File: src/rtl/pwm_capture_pkg.sv
// Shared types and default constants for the PWM period/duty capture block.
package pwm_capture_pkg;

  localparam int DEF_CNT_W   = 32;
  localparam int DEF_DUTY_W  = 7;
  localparam int DEF_TIMEOUT = 10_000_000;

  typedef enum logic [1:0] {
    IDLE,
    HIGH,
    LOW
  } state_t;

endpackage

File: src/rtl/pwm_duty_div.sv
// Restoring divider, one quotient bit per clock, MSB first.
// The first bit is resolved on the start edge, so done pulses Q_W-1 cycles after start.
module pwm_duty_div #(
  parameter int DEN_W = 32,
  parameter int Q_W   = 7,
  localparam int NUM_W = DEN_W + Q_W
) (
  input  logic             clk,
  input  logic             rst,
  input  logic             start,
  input  logic [NUM_W-1:0] numerator,
  input  logic [DEN_W-1:0] denominator,
  output logic             busy,
  output logic             done,
  output logic [Q_W-1:0]   quotient
);

  localparam int SW = $clog2(Q_W + 1);

  logic [NUM_W-1:0] rem_reg, rem_src, rem_next, den_sh;
  logic [DEN_W-1:0] den_reg, den_src;
  logic [SW-1:0]    step_reg, step_src;
  logic [Q_W-1:0]   q_reg, q_src, q_next;
  logic             busy_reg, done_reg, fits;

  always_comb begin
    rem_src  = start ? numerator : rem_reg;
    den_src  = start ? denominator : den_reg;
    step_src = start ? SW'(Q_W - 1) : step_reg;
    q_src    = start ? '0 : q_reg;
    den_sh   = NUM_W'(den_src) << step_src;
    fits     = (rem_src >= den_sh);
    rem_next = fits ? (rem_src - den_sh) : rem_src;
    q_next   = q_src | (Q_W'(fits) << step_src);
  end

  always_ff @(posedge clk or posedge rst) begin
    if (rst) begin
      rem_reg  <= '0;
      den_reg  <= '0;
      step_reg <= '0;
      q_reg    <= '0;
      busy_reg <= 1'b0;
      done_reg <= 1'b0;
    end else begin
      done_reg <= 1'b0;
      if (start || busy_reg) begin
        rem_reg  <= rem_next;
        den_reg  <= den_src;
        q_reg    <= q_next;
        step_reg <= step_src - 1'b1;
        busy_reg <= (step_src != '0);
        done_reg <= (step_src == '0);
      end
    end
  end

  assign busy     = busy_reg;
  assign done     = done_reg;
  assign quotient = q_reg;

endmodule

File: src/rtl/pwm_capture.sv
// Measures period, high time and scaled duty of an asynchronous PWM input,
// and flags an input that stops toggling.
module pwm_capture
  import pwm_capture_pkg::*;
#(
  parameter int CNT_W   = DEF_CNT_W,
  parameter int DUTY_W  = DEF_DUTY_W,
  parameter int TIMEOUT = DEF_TIMEOUT
) (
  input  logic              clk,
  input  logic              rst,
  input  logic              pwm_in,
  output logic [CNT_W-1:0]  period,
  output logic [CNT_W-1:0]  high_time,
  output logic [DUTY_W-1:0] duty,
  output logic              valid,
  output logic              stuck_high,
  output logic              stuck_low
);

  localparam int NUM_W = CNT_W + DUTY_W;

  state_t            state_reg;
  logic              sync1_reg, sync2_reg, prev_reg;
  logic [2:0]        prime_reg;
  logic [CNT_W-1:0]  cnt_reg, high_reg, idle_reg;
  logic [CNT_W-1:0]  pend_period_reg, pend_high_reg;
  logic [CNT_W-1:0]  period_reg, high_time_reg;
  logic [DUTY_W-1:0] duty_reg, div_q;
  logic              valid_reg, stuck_high_reg, stuck_low_reg;
  logic              rise, fall, timeout, div_start, div_busy, div_done;
  logic [NUM_W-1:0]  div_num;

  // Edges are only trusted once the synchronizer and edge flop hold real samples,
  // so an input already high at reset release does not look like a rising edge.
  assign rise    = prime_reg[2] & sync2_reg & ~prev_reg;
  assign fall    = prime_reg[2] & ~sync2_reg & prev_reg;
  assign timeout = ~(rise | fall) & (idle_reg == CNT_W'(TIMEOUT - 1));

  // Periods this short would land while the previous division is still in flight.
  assign div_start = (state_reg == LOW) & rise & (cnt_reg > CNT_W'(DUTY_W + 1))
                   & ~div_busy & ~div_done & ~valid_reg;
  assign div_num   = {high_reg, {DUTY_W{1'b0}}} - NUM_W'(high_reg);

  pwm_duty_div #(
    .DEN_W (CNT_W),
    .Q_W   (DUTY_W)
  ) u_div (
    .clk         (clk),
    .rst         (rst),
    .start       (div_start),
    .numerator   (div_num),
    .denominator (cnt_reg),
    .busy        (div_busy),
    .done        (div_done),
    .quotient    (div_q)
  );

  always_ff @(posedge clk or posedge rst) begin
    if (rst) begin
      sync1_reg       <= 1'b0;
      sync2_reg       <= 1'b0;
      prev_reg        <= 1'b0;
      prime_reg       <= '0;
      state_reg       <= IDLE;
      cnt_reg         <= '0;
      high_reg        <= '0;
      idle_reg        <= '0;
      pend_period_reg <= '0;
      pend_high_reg   <= '0;
      period_reg      <= '0;
      high_time_reg   <= '0;
      duty_reg        <= '0;
      valid_reg       <= 1'b0;
      stuck_high_reg  <= 1'b0;
      stuck_low_reg   <= 1'b0;
    end else begin
      sync1_reg <= pwm_in;
      sync2_reg <= sync1_reg;
      prev_reg  <= sync2_reg;
      prime_reg <= {prime_reg[1:0], 1'b1};

      if (rise)
        cnt_reg <= CNT_W'(1);
      else if (cnt_reg != '1)
        cnt_reg <= cnt_reg + 1'b1;

      if (rise | fall)
        idle_reg <= '0;
      else if (idle_reg != CNT_W'(TIMEOUT))
        idle_reg <= idle_reg + 1'b1;

      case (state_reg)
        IDLE: if (rise) state_reg <= HIGH;
        HIGH: if (fall) begin
          high_reg  <= cnt_reg;
          state_reg <= LOW;
        end
        LOW: if (rise) state_reg <= HIGH;
        default: state_reg <= IDLE;
      endcase

      if (div_start) begin
        pend_period_reg <= cnt_reg;
        pend_high_reg   <= high_reg;
      end

      valid_reg <= div_done;
      if (div_done) begin
        period_reg    <= pend_period_reg;
        high_time_reg <= pend_high_reg;
        duty_reg      <= div_q;
      end

      if (rise) begin
        stuck_high_reg <= 1'b0;
        stuck_low_reg  <= 1'b0;
      end
      if (timeout) begin
        state_reg      <= IDLE;
        stuck_high_reg <= sync2_reg;
        stuck_low_reg  <= ~sync2_reg;
        duty_reg       <= sync2_reg ? '1 : '0;
      end
    end
  end

  assign period     = period_reg;
  assign high_time  = high_time_reg;
  assign duty       = duty_reg;
  assign valid      = valid_reg;
  assign stuck_high = stuck_high_reg;
  assign stuck_low  = stuck_low_reg;

endmodule
File: config.mk
export PLATFORM = sky130hd
export DESIGN_NAME = pwm_capture
export DESIGN_NICKNAME = d
export VERILOG_FILES = /design/src/rtl/pwm_capture_pkg.sv /design/src/rtl/pwm_duty_div.sv /design/src/rtl/pwm_capture.sv
export SDC_FILE = /design/constraint.sdc
export NUM_CORES = 1
export LEC_CHECK = 0
export CAP_MARGIN = 0
export CORE_MARGIN = 4
export CORE_UTILIZATION = 35
export CTS_CLUSTER_DIAMETER = 30
export CTS_CLUSTER_SIZE = 8
export DETAILED_ROUTE_END_ITERATION = 10
export PLACE_DENSITY = 0.52
export SYNTH_ARGS = -nofsm -noshare
export SYNTH_HDL_FRONTEND = slang
export SYNTH_SLANG_ARGS = --single-unit
File: constraint.sdc
create_clock -name clk -period 14.6 [get_ports clk]
set_input_delay 1.46 -clock clk [delete_from_list [all_inputs] [get_ports clk]]
set_output_delay 1.46 -clock clk [all_outputs]
set_load 0.01 [all_outputs]
Word level (Yosys, flattened, before mapping)
Index checks and enable logic that the tools add are counted.
{ "word_totals": {"register_bits": 325, "input_bits": 3, "out_inout_bits": 74, "wordCells": 87} }
{ "op_classes": {"n_addsub": 5, "n_lt_le_gt_ge": 2, "eq_ne": 7, "n_shift": 2, "mux": 20, "bitwise": 18, "reduce_logical": 11} }
{ "ops": {"columns": ["cell", "n"], "rows": [
  ["$mux 32", 5],
  ["$mux 39", 2],
  ["$add 32x1->32 const B", 2],
  ["$ge 39x39->1", 1],
  ["$shl 32x3->39", 1],
  ["$sub 39x32->39", 1],
  ["$sub 39x39->39", 1],
  ["$eq 32x24->1 const B", 1],
  ["$gt 32x4->1 const B", 1],
  ["$ne 32x24->1 const B", 1],
  ["$ne 32x32->1 const B", 1],
  ["$mux 7", 4],
  ["$and 1x1->1", 10],
  ["$reduce_bool 2->1", 4],
  ["$or 7x7->7", 1],
  ["$shl 1x3->7", 1],
  ["$mux 2", 3],
  ["$not 1->1", 6],
  ["$mux 1", 4],
  ["$pmux 2 s2", 1],
  ["$reduce_and 2->1", 2],
  ["$logic_not 3->1", 1],
  ["$mux 3", 1],
  ["$ne 3x1->1 const B", 1],
  ["9 further kinds", 9]
]} }

Logic depth before layout (Yosys ltp)
Gate-level depths: netlist of run 1.
{ "logic_depth": {"depth_word": 12, "depth_mapped": 26, "ltp_nobuf": 23} }

Modules after synthesis
From an unflattened synthesis of run 1, not the netlist that was laid out.
{ "unflattened": {"cells_unflattened": 2007, "hier_area_um2": 19109.6} }
{ "modules_own_cells": {"columns": ["mod", "n_inst", "cells_per_inst", "area_per_inst_um2", "seq_area_each_um2"], "rows": [
  ["pwm_capture", 1, 1167, 11657.4, 6055.8],
  ["pwm_duty_div", 1, 840, 7452.1, 2077.0]
]} }

Worst setup path before layout of run 1
OpenSTA, ideal clock, no wires.
{ "synth_timing": {"path_kind": "flip-flop to flip-flop", "start": "register high_reg[5]", "end": "register u_div.rem_reg[36]", "setup_time_ns": 0.130, "arrival_time_ns": 4.415, "required_ns": 14.470, "slack_ns": 10.054, "path_stages_with_launch": 22, "n_path_buf": 2, "synth_period_minus_slack_ns": 4.546, "path_cell_list": "dfrtp_1 -> ha_1 -> nand4_2 -> or4_1 -> a21oi_2 -> a2bb2oi_1 -> and3_1 -> buf_6 -> o21bai_1 -> xnor2_1 -> o21ai_1 -> ha_1 -> clkbuf_1 -> a21o_1 -> or4_1 -> a31oi_1 -> o21bai_1 -> a221oi_1 -> o21ai_0 -> xor2_1 -> a22oi_1 -> o21ai_0"} }
{ "synth_via": {"elab_chain_cells": 4, "elab_cells_between_ends": 5, "cone_classes": "2 x add/sub; 1 x order compare; 2 x mux"} }
{ "synth_lines": {"columns": ["item", "line", "source"], "rows": [
  ["start: declaration", "pwm_capture.sv:26", "logic [CNT_W-1:0] cnt_reg, high_reg, idle_reg;"],
  ["start signal: assignment", "pwm_capture.sv:96", "high_reg <= cnt_reg;"],
  ["$sub 39x32->39 *", "pwm_capture.sv:43", "assign div_num = {high_reg, {DUTY_W{1'b0}}} - NUM_W'(high_reg);"],
  ["$mux 39 *", "pwm_duty_div.sv:27", "rem_src = start ? numerator : rem_reg;"],
  ["$sub 39x39->39 / $ge 39x39->1 (equally long branches)", "pwm_duty_div.sv:33, pwm_duty_div.sv:32", null],
  ["$mux 39 *", "pwm_duty_div.sv:33", "rem_next = fits ? (rem_src - den_sh) : rem_src;"],
  ["end signal: assignment", "pwm_duty_div.sv:48", "rem_reg <= rem_next;"],
  ["end: declaration", "pwm_duty_div.sv:20", "logic [NUM_W-1:0] rem_reg, rem_src, rem_next, den_sh;"]
]} }
Every way passes the cells marked *; elsewhere a longest branch is shown, timed or not.
A chain may end at the register's enable or synchronous reset.

Final worst setup path of run 1
{ "layout_timing": {"start": "register u_div.busy_reg, in the netlist u_div.busy", "end": "register u_div.rem_reg[36]"} }
{ "layout_via": {"elab_chain_cells": 8, "elab_cells_between_ends": 12, "cone_classes": "1 x add/sub; 1 x order compare; 1 x shift; 4 x mux; 4 x bitwise; 1 x reduce/logical"} }
{ "layout_lines": {"columns": ["item", "line", "source"], "rows": [
  ["start: declaration", "pwm_duty_div.sv:24", "logic busy_reg, done_reg, fits;"],
  ["start signal: assignment", "pwm_duty_div.sv:52", "busy_reg <= (step_src != '0);"],
  ["$not 1->1", "pwm_capture.sv:42", "& ~div_busy & ~div_done & ~valid_reg;"],
  ["$and 1x1->1 (3 in a row)", "pwm_capture.sv:42", null],
  ["$mux 32 / $mux 3 (equally long branches)", "pwm_duty_div.sv:28, pwm_duty_div.sv:29", null],
  ["$shl 32x3->39", "pwm_duty_div.sv:31", "den_sh = NUM_W'(den_src) << step_src;"],
  ["$sub 39x39->39 / $ge 39x39->1 (equally long branches)", "pwm_duty_div.sv:33, pwm_duty_div.sv:32", null],
  ["$mux 39", "pwm_duty_div.sv:33", null]
]} }
Several ways; a longest one is shown, not always the timed one.

==> summary.txt, run 1 <==
Cells and area
  – Antenna cell count: 0
  – Layout net count: between 2,000 and 2,500
  – Multi-input logic area: around 0.0099 mm2
  – Syn-to-layout area delta: 23.44%
  – Fin area: about 0.023 mm2
  – Share of cells above drive strength 1: 0.1327
  – Filler Cell Count: between 5,000 and 6,000
  – Max FFs per register: 39
  – Register area: about 0.0081 mm2

Floorplan
  – Die Y-Extent: approximately 240 um
  – Die Wd: between 200 and 250 um
  – Ports: 77
  – Core box area: ~0.053 mm2
  – Initial core utilization: 0.3536
  – Cell Rows: between 80 and 90
  – Die ar.: approximately 0.057 mm2

Global routing
  – Grt ovf: 0
  – Vias in the first global route: between 15,000 and 20,000
  – First-pass GRT wire length: 85,240 um
  – Initial antenna violation count: 1
  – Met3 Usage GRT: 0.03080
  – GRT met1 Usage: 0.2402
  – Pin count of the biggest net entering global routing: 137
  – Grt met2 use: 0.3192
  – Overall Global Routing Usage: 0.1893
  – GRT busiest layer: met2

Synthesis
  – EDFF count, synth: 0
  – Post-synthesis cell count: ~2,000
  – Primary FF master, synth: dfrtp_1
  – Area share of the largest cell type after synthesis: 0.4367
  – Synthesized area: roughly 0.019 mm2
  – Synth Area per Inst: slightly above 9 um2
  – Syn nets: around 2,100
  – Synth cell types: 80
  – Yosys top cell by area: dfrtp_1
  – Seq/Total Area, Yosys: 0.4367
  – Commonest cells in the synthesized netlist: 386 x nand2_1, 325 x dfrtp_1, 154 x nor2_1
  – Most numerous cell in the Yosys netlist: nand2_1
  – Dominant cells by area after synthesis: dfrtp_1 44%, nand2_1 7.8%, ha_1 4.8%
  – Post-synthesis register bit count: ~330
  – Yosys warns: 0
  – FFs w/ async S/R, synth: 1.000

Clock network
  – CTS tree: built
  – Clk_lat worst skew: between 0.6 and 0.7 ns
  – Clock sink count: between 300 and 400
  – Cts bufs inserted: 86
  – Clock transition at path regs: around 0.040 ns
  – Clock Tree Buf Depth: 3
  – H-tree depth reported by CTS: 3
  – Root Driver: clkbuf_16
  – Hold-fix buffers, CTS: 0
  – CTS resizes: 0
  – Post-CTS Setup Bufs: 0

Drt
  – DRC: 0
  – Post-DR wirelength/cell: ~19 um
  – Via Count: 14,980
  – Initial DRC Count: about 940
  – Detailed-route vias per instance: about 5.2
  – Routed Antenna Nets: 0
  – Final WL: between 50,000 and 60,000 um
  – First drt pass iteration count: 5

STA
  – Worst slew margin: 0.3021
  – # setup viols final: 0
  – Period utilisation layout: 0.4572
  – Clock Skew: 0.04212 ns
  – Worst-margin pin slew: about 1.0 ns
  – Setup_tns: 0 ns
  – Min Tclk post-route: around 6.7 ns
  – Final hold vios: 0
  – Unrepaired setup endpoints after global routing: no
  – Fin. max-slew vios: 0
  – Final Hold Slack: roughly 0.35 ns
  – Max frequency: 149.8 MHz
  – Setup ws final: around 8 ns

Power and ir drop
  – Max rail drop VDD: just over 0.0001 V
  – Leak: between 10 and 15 nW
  – Power per cell area: around 200 mW/mm2

Worst hold path
  – Hold Path Class: flop to flop
  – Hold-critical path depth: 0
  – Hold_sp: sync1_reg$_DFF_PP0_
  – Worst hold endpoint: sync2_reg$_DFF_PP0_

Critical path
  – R2R depth: 18
  – R2R Path End: u_div.rem_reg[36]$_DFFE_PP0N_
  – Nature of the critical path startpoint: flop
  – Critical Path AT: between 7 and 8 ns
  – Kind of critical path: flop to flop
  – Reg-to-Reg Start: u_div.busy$_DFFE_PP0N_
  – R2r setup slk: ~8 ns
  – Worst Path Max Fanout: 58
  – Worst Path Required: ~15 ns
  – Setup crit end kind: flop

Place
  – Post-DP HPWL: ~39,000 um
  – Dpl ws: roughly 7.9 ns
  – Placer Congestion: 0.9222
  – IO Port Bufs: 76
  – DP Area: approximately 0.02 mm2

Status
  – Outcome: finished, final reports clean

Job
  – Max Cap Viol: 0
-- where the power goes --
group / total, W / leakage (nW) / internal [W] / switching, W
clock network: 0.00191 / 1.42 / 0.00133 / 0.000583
logic: 0.00175 / 4.97 / 0.000684 / 0.00107
registers: 0.00103 / 4.48 / 0.000969 / 0.0000581
-- how the worst max path moves through the flow --
| stage | from | end | slack (ns) |
|---|---|---|---|
| 2_1_floorplan | rst | cnt_reg[0]$_DFFE_PP0P_ | 4.14 |
| 3_3_place_gp | u_div.busy$_DFFE_PP0N_ | u_div.rem_reg[36]$_DFFE_PP0N_ | 8.07 |
| 3_5_place_dp | u_div.busy$_DFFE_PP0N_ | u_div.rem_reg[36]$_DFFE_PP0N_ | 7.94 |
| 4_1_cts | u_div.busy$_DFFE_PP0N_ | u_div.rem_reg[36]$_DFFE_PP0N_ | 7.91 |
| 5_1_grt | cnt_reg[28]$_DFFE_PP0P_ | u_div.rem_reg[36]$_DFFE_PP0N_ | 7.33 |
| 6_report | u_div.busy$_DFFE_PP0N_ | u_div.rem_reg[36]$_DFFE_PP0N_ | 7.92 |
-- critical path: stages, from the launching register on --
cell      delay, ns
dfrtp_1        0.35
buf_4          0.19
nor3_1         0.67
o2111a_2       0.82
buf_4          0.61
nor2_1         0.33
mux2i_1        0.28
mux2i_1        0.11
ha_1           0.38
nand4_1        0.15
a21oi_1        0.19
nor2_1         0.16
o41ai_4        0.47
a31oi_4        0.19
o31ai_4        0.23
buf_4          0.51
and2_1         0.58
a22oi_1        0.18
o21ai_0        0.10
-- per-stage QoR --
| stage | utilization | cells | total power (W) |
|---|---|---|---|
| floorplan | - | 2023 | 0.002364 |
| global placement | 0.3801 | 2704 | 0.002782 |
| detailed placement | 0.3801 | 2704 | 0.002785 |
| CTS | 0.4365 | 2859 | 0.004733 |
| global route | 0.4365 | 2859 | 0.004980 |
| finish | 0.4365 | 2859 | 0.004690 |
-- cell families after synthesis --
family,synth area share
compound gates,0.1465
buf+inv,0.03514
mux,0.09151
flops,0.4367
xor+xnor,0.05926
other cells,0.0002014
fa+ha+maj,0.04878
simple gates,0.1818
-- routing by layer --
layer / vias to the layer above / share of wire
met3: 97 / 0.044
met2: 369 / 0.49
met5: - / 0
met4: 0 / 0.037
met1: 7290 / 0.43
li1: 7224 / -
-- placed cells by master (no fill, tap or decap), types with 12 or more instances in the layout --
| master | synthesis | routed |
|---|---|---|
| o21bai_1 | 12 | 12 |
| a21o_1 | 31 | 31 |
| clkbuf_16 | 0 | 87 |
| clkinv_2 | 0 | 18 |
| dfrtp_1 | 325 | 323 |
| o21ai_0 | 153 | 153 |
| ha_1 | 71 | 71 |
| nor2b_1 | 19 | 19 |
| clkbuf_1 | 73 | 14 |
| a21oi_1 | 114 | 114 |
| clkdlybuf4s50_1 | 0 | 76 |
| and3_1 | 23 | 23 |
| mux2_2 | 74 | 74 |
| buf_4 | 3 | 16 |
| o21a_1 | 33 | 33 |
| and2_1 | 14 | 14 |
| nor3_1 | 17 | 16 |
| inv_1 | 63 | 62 |
| nor4_1 | 15 | 15 |
| nand3_1 | 53 | 53 |
| nor2_1 | 154 | 153 |
| nand4_1 | 25 | 25 |
| bufinv_16 | 0 | 12 |
| mux4_2 | 16 | 16 |
| nand2_1 | 386 | 386 |
| mux2i_1 | 51 | 51 |
| a31oi_1 | 13 | 13 |
| xor2_1 | 69 | 69 |
| xnor2_1 | 57 | 57 |
| clkinvlp_4 | 0 | 13 |
-- layout make-up --
cell class,count,share of cell area
Multi-Input combinational cell,1533,0.4291
Sequential cell,325,0.3540
Clock buffer,106,0.09999
Timing Repair Buffer,93,0.03919
Tap cell,688,0.03745
Clock inverter,49,0.02929
Inverter,65,0.01094
No activity file was read; power rests on OpenSTA's default activity.
==> run 2, diff against run 1 <==
PLACE_DENSITY = 0.54   (was 0.52)
clock period = 6 ns   (was 14.6 ns; I/O delays follow)
==> run 2 against run 1 <==
Effect of this change:
- clock power increased to 2.6 times the previous value
- sequential share of layout area decreased by 0.54 points
- wire length increased by 1.3%
- clock-buffer cell count decreased by 1
- register-to-register slack got worse by 7.6 ns
- non-clock buffer count increased by 20
- power increased to 2.5 times the previous value
- via count increased by 0.29%
- critical path type unchanged
- critical endpoint is now u_div.rem_reg[35]$_DFFE_PP0N_
- largest cell class unchanged
==> summary.txt, run 2 (synthesis results as in run 1) <==
Critical path
  – CP Launch Point: cnt_reg[26]$_DFFE_PP0P_
  – Worst Path Max Fanout: 24
  – Setup crit end kind: flop
  – Worst Path Required: roughly 6.5 ns
  – Kind of critical path: flop to flop
  – Reg-to-Reg Start: cnt_reg[26]$_DFFE_PP0P_
  – Critical Path AT: slightly above 6 ns
  – Nature of the critical path startpoint: flop

Cells and area
  – Post-Layout Cell Count: ~2,900
  – Commonest cells after routing, fill and taps aside: 386 x nand2_1, 323 x dfrtp_1, 153 x o21ai_0, 153 x nor2_1, 114 x a21oi_1
  – Share of cells above drive strength 1: 0.1437
  – Syn-to-layout area delta: 25.35%
  – Most common cell after layout, fill and taps aside: nand2_1
  – Layout net count: 2,199
  – Max FFs per register: 39

Drt
  – Detailed-route vias per instance: between 5 and 6
  – Routed Antenna Nets: 0
  – Initial DRC Count: approximately 1,100
  – Post-DR wirelength/cell: roughly 19 um
  – DRC: 0
  – Via Count: around 15,000
  – Final WL: between 50,000 and 60,000 um
  – First drt pass iteration count: 5

Global routing
  – Initial antenna violation count: 1
  – Pin count of the biggest net entering global routing: 113
  – Vias in the first global route: 15,060
  – Met3 Usage GRT: 0.03761
  – Overall Global Routing Usage: 0.1908
  – GRT busiest layer: met2
  – GRT met1 Usage: 0.2423
  – Grt met2 use: 0.3256
  – Grt ovf: 0
  – First-pass GRT wire length: ~86,000 um

STA
  – Period utilisation layout: 0.9476
  – Min Tclk post-route: around 5.7 ns
  – Final Hold Slack: 0.3429 ns
  – Unrepaired setup endpoints after global routing: no
  – Fin. max-slew vios: 0
  – Setup_tns: 0 ns
  – Clock Skew: ~0.018 ns
  – Setup ws final: about 0.31 ns
  – Final hold vios: 0
  – # setup viols final: 0
  – Max frequency: 175.9 MHz
  – Worst-margin pin slew: approximately 1.1 ns
  – Worst slew margin: 0.2942

Power and ir drop
  – Max rail drop VDD: approximately 0.00033 V
  – Leak: about 11 nW
  – Power per cell area: between 500 and 600 mW/mm2
  – Pwr Total: around 0.012 W

Clock network
  – Clock Tree Buf Depth: 3
  – Hold-fix buffers, CTS: 0
  – Cts bufs inserted: 86
  – Clk_lat worst skew: ~0.6 ns
  – Root Driver: clkbuf_16
  – Clock transition at path regs: roughly 0.040 ns
  – CTS resizes: 0
  – Clock sink count: ~330
  – H-tree depth reported by CTS: 3
  – Post-CTS Setup Bufs: 0
  – CTS tree: built

Floorplan
  – Die Y-Extent: around 240 um
  – Cell Rows: 84
  – Initial core utilization: 0.3536
  – Die ar.: between 0.05 and 0.06 mm2
  – Die Wd: about 240 um
  – Ports: 77
  – Core box area: 0.05266 mm2

Status
  – Outcome: finished, final reports clean

Place
  – Dpl ws: between 0.5 and 0.6 ns
  – Dpl cells: roughly 2,700
  – Placer Congestion: between 0.9 and 1
  – IO Port Bufs: 76
  – Post-DP HPWL: about 40,000 um

Worst hold path
  – Hold Path Class: flop to flop
  – Hold_sp: prime_reg[0]$_DFF_PP0_

Job
  – Max Cap Viol: 0
## run 2: final cells by class
| cell class | instances | area (um2) |
|---|---|---|
| Antenna cell | 1 | 2.502 |
| Clock buffer | 105 | 2356 |
| Clock inverter | 51 | 785.8 |
| Fill cell | 5022 | 29310 |
| Inverter | 65 | 247.7 |
| Multi-Input combinational cell | 1533 | 9863 |
| Sequential cell | 325 | 8138 |
| Tap cell | 688 | 860.8 |
| Timing Repair Buffer | 113 | 1089 |
## run 2: power by group
group	internal [W]	switching (W)	leakage (nW)
combinational	0.00173	0.00257	5.08
clock	0.00354	0.00141	1.50
sequential	0.00236	0.000173	4.48
total	0.00763	0.00415	11.1
## run 2: path summary, 6_finish.rpt
path / end / slack [ns] / cells past startpoint
worst max-delay path: u_div.rem_reg[35]$_DFFE_PP0N_ / 0.31 / 18
worst min-delay path: prime_reg[1]$_DFF_PP0_ / 0.34 / 0
worst max register to register: u_div.rem_reg[35]$_DFFE_PP0N_ / 0.31 / 18
worst min register to register: prime_reg[1]$_DFF_PP0_ / 0.34 / 0
max in group asynchronous: period[2]$_DFFE_PP0P_ / 4.32 / 3
min in group asynchronous: pend_high_reg[19]$_DFFE_PP0P_ / 0.55 / 2
## run 2: worst max-delay path: stages (launching register included)
cell and delay (ns):
dfrtp_1 0.44, nor4_1 0.60, nand4_1 0.31, o2111a_2 0.37
buf_4 0.22, nor2_1 0.46, mux2i_1 0.30, mux2i_1 0.16
ha_1 0.39, nand4_1 0.16, a21oi_1 0.18, nor2_1 0.15
o41ai_4 0.44, a31oi_4 0.19, o31ai_4 0.39, buf_4 0.24
nand2_1 0.20, o21ai_0 0.26, a21o_1 0.11
## run 2: per-layer routing
metal | vias up | part of all wire | wire length [um]
met4 | 0 | 0.031 | 1704
met5 | - | 0 | 0
met2 | 313 | 0.50 | 27190
met3 | 108 | 0.041 | 2268
li1 | 7265 | - | -
met1 | 7337 | 0.43 | 23610
## run 2: per-stage QoR
step	utilization	instance area, um2
CTS	0.4433	23340
global placement	0.3836	20200
detailed placement	0.3836	20200
finish	0.4433	23340
floorplan	-	18630
global route	0.4433	23340
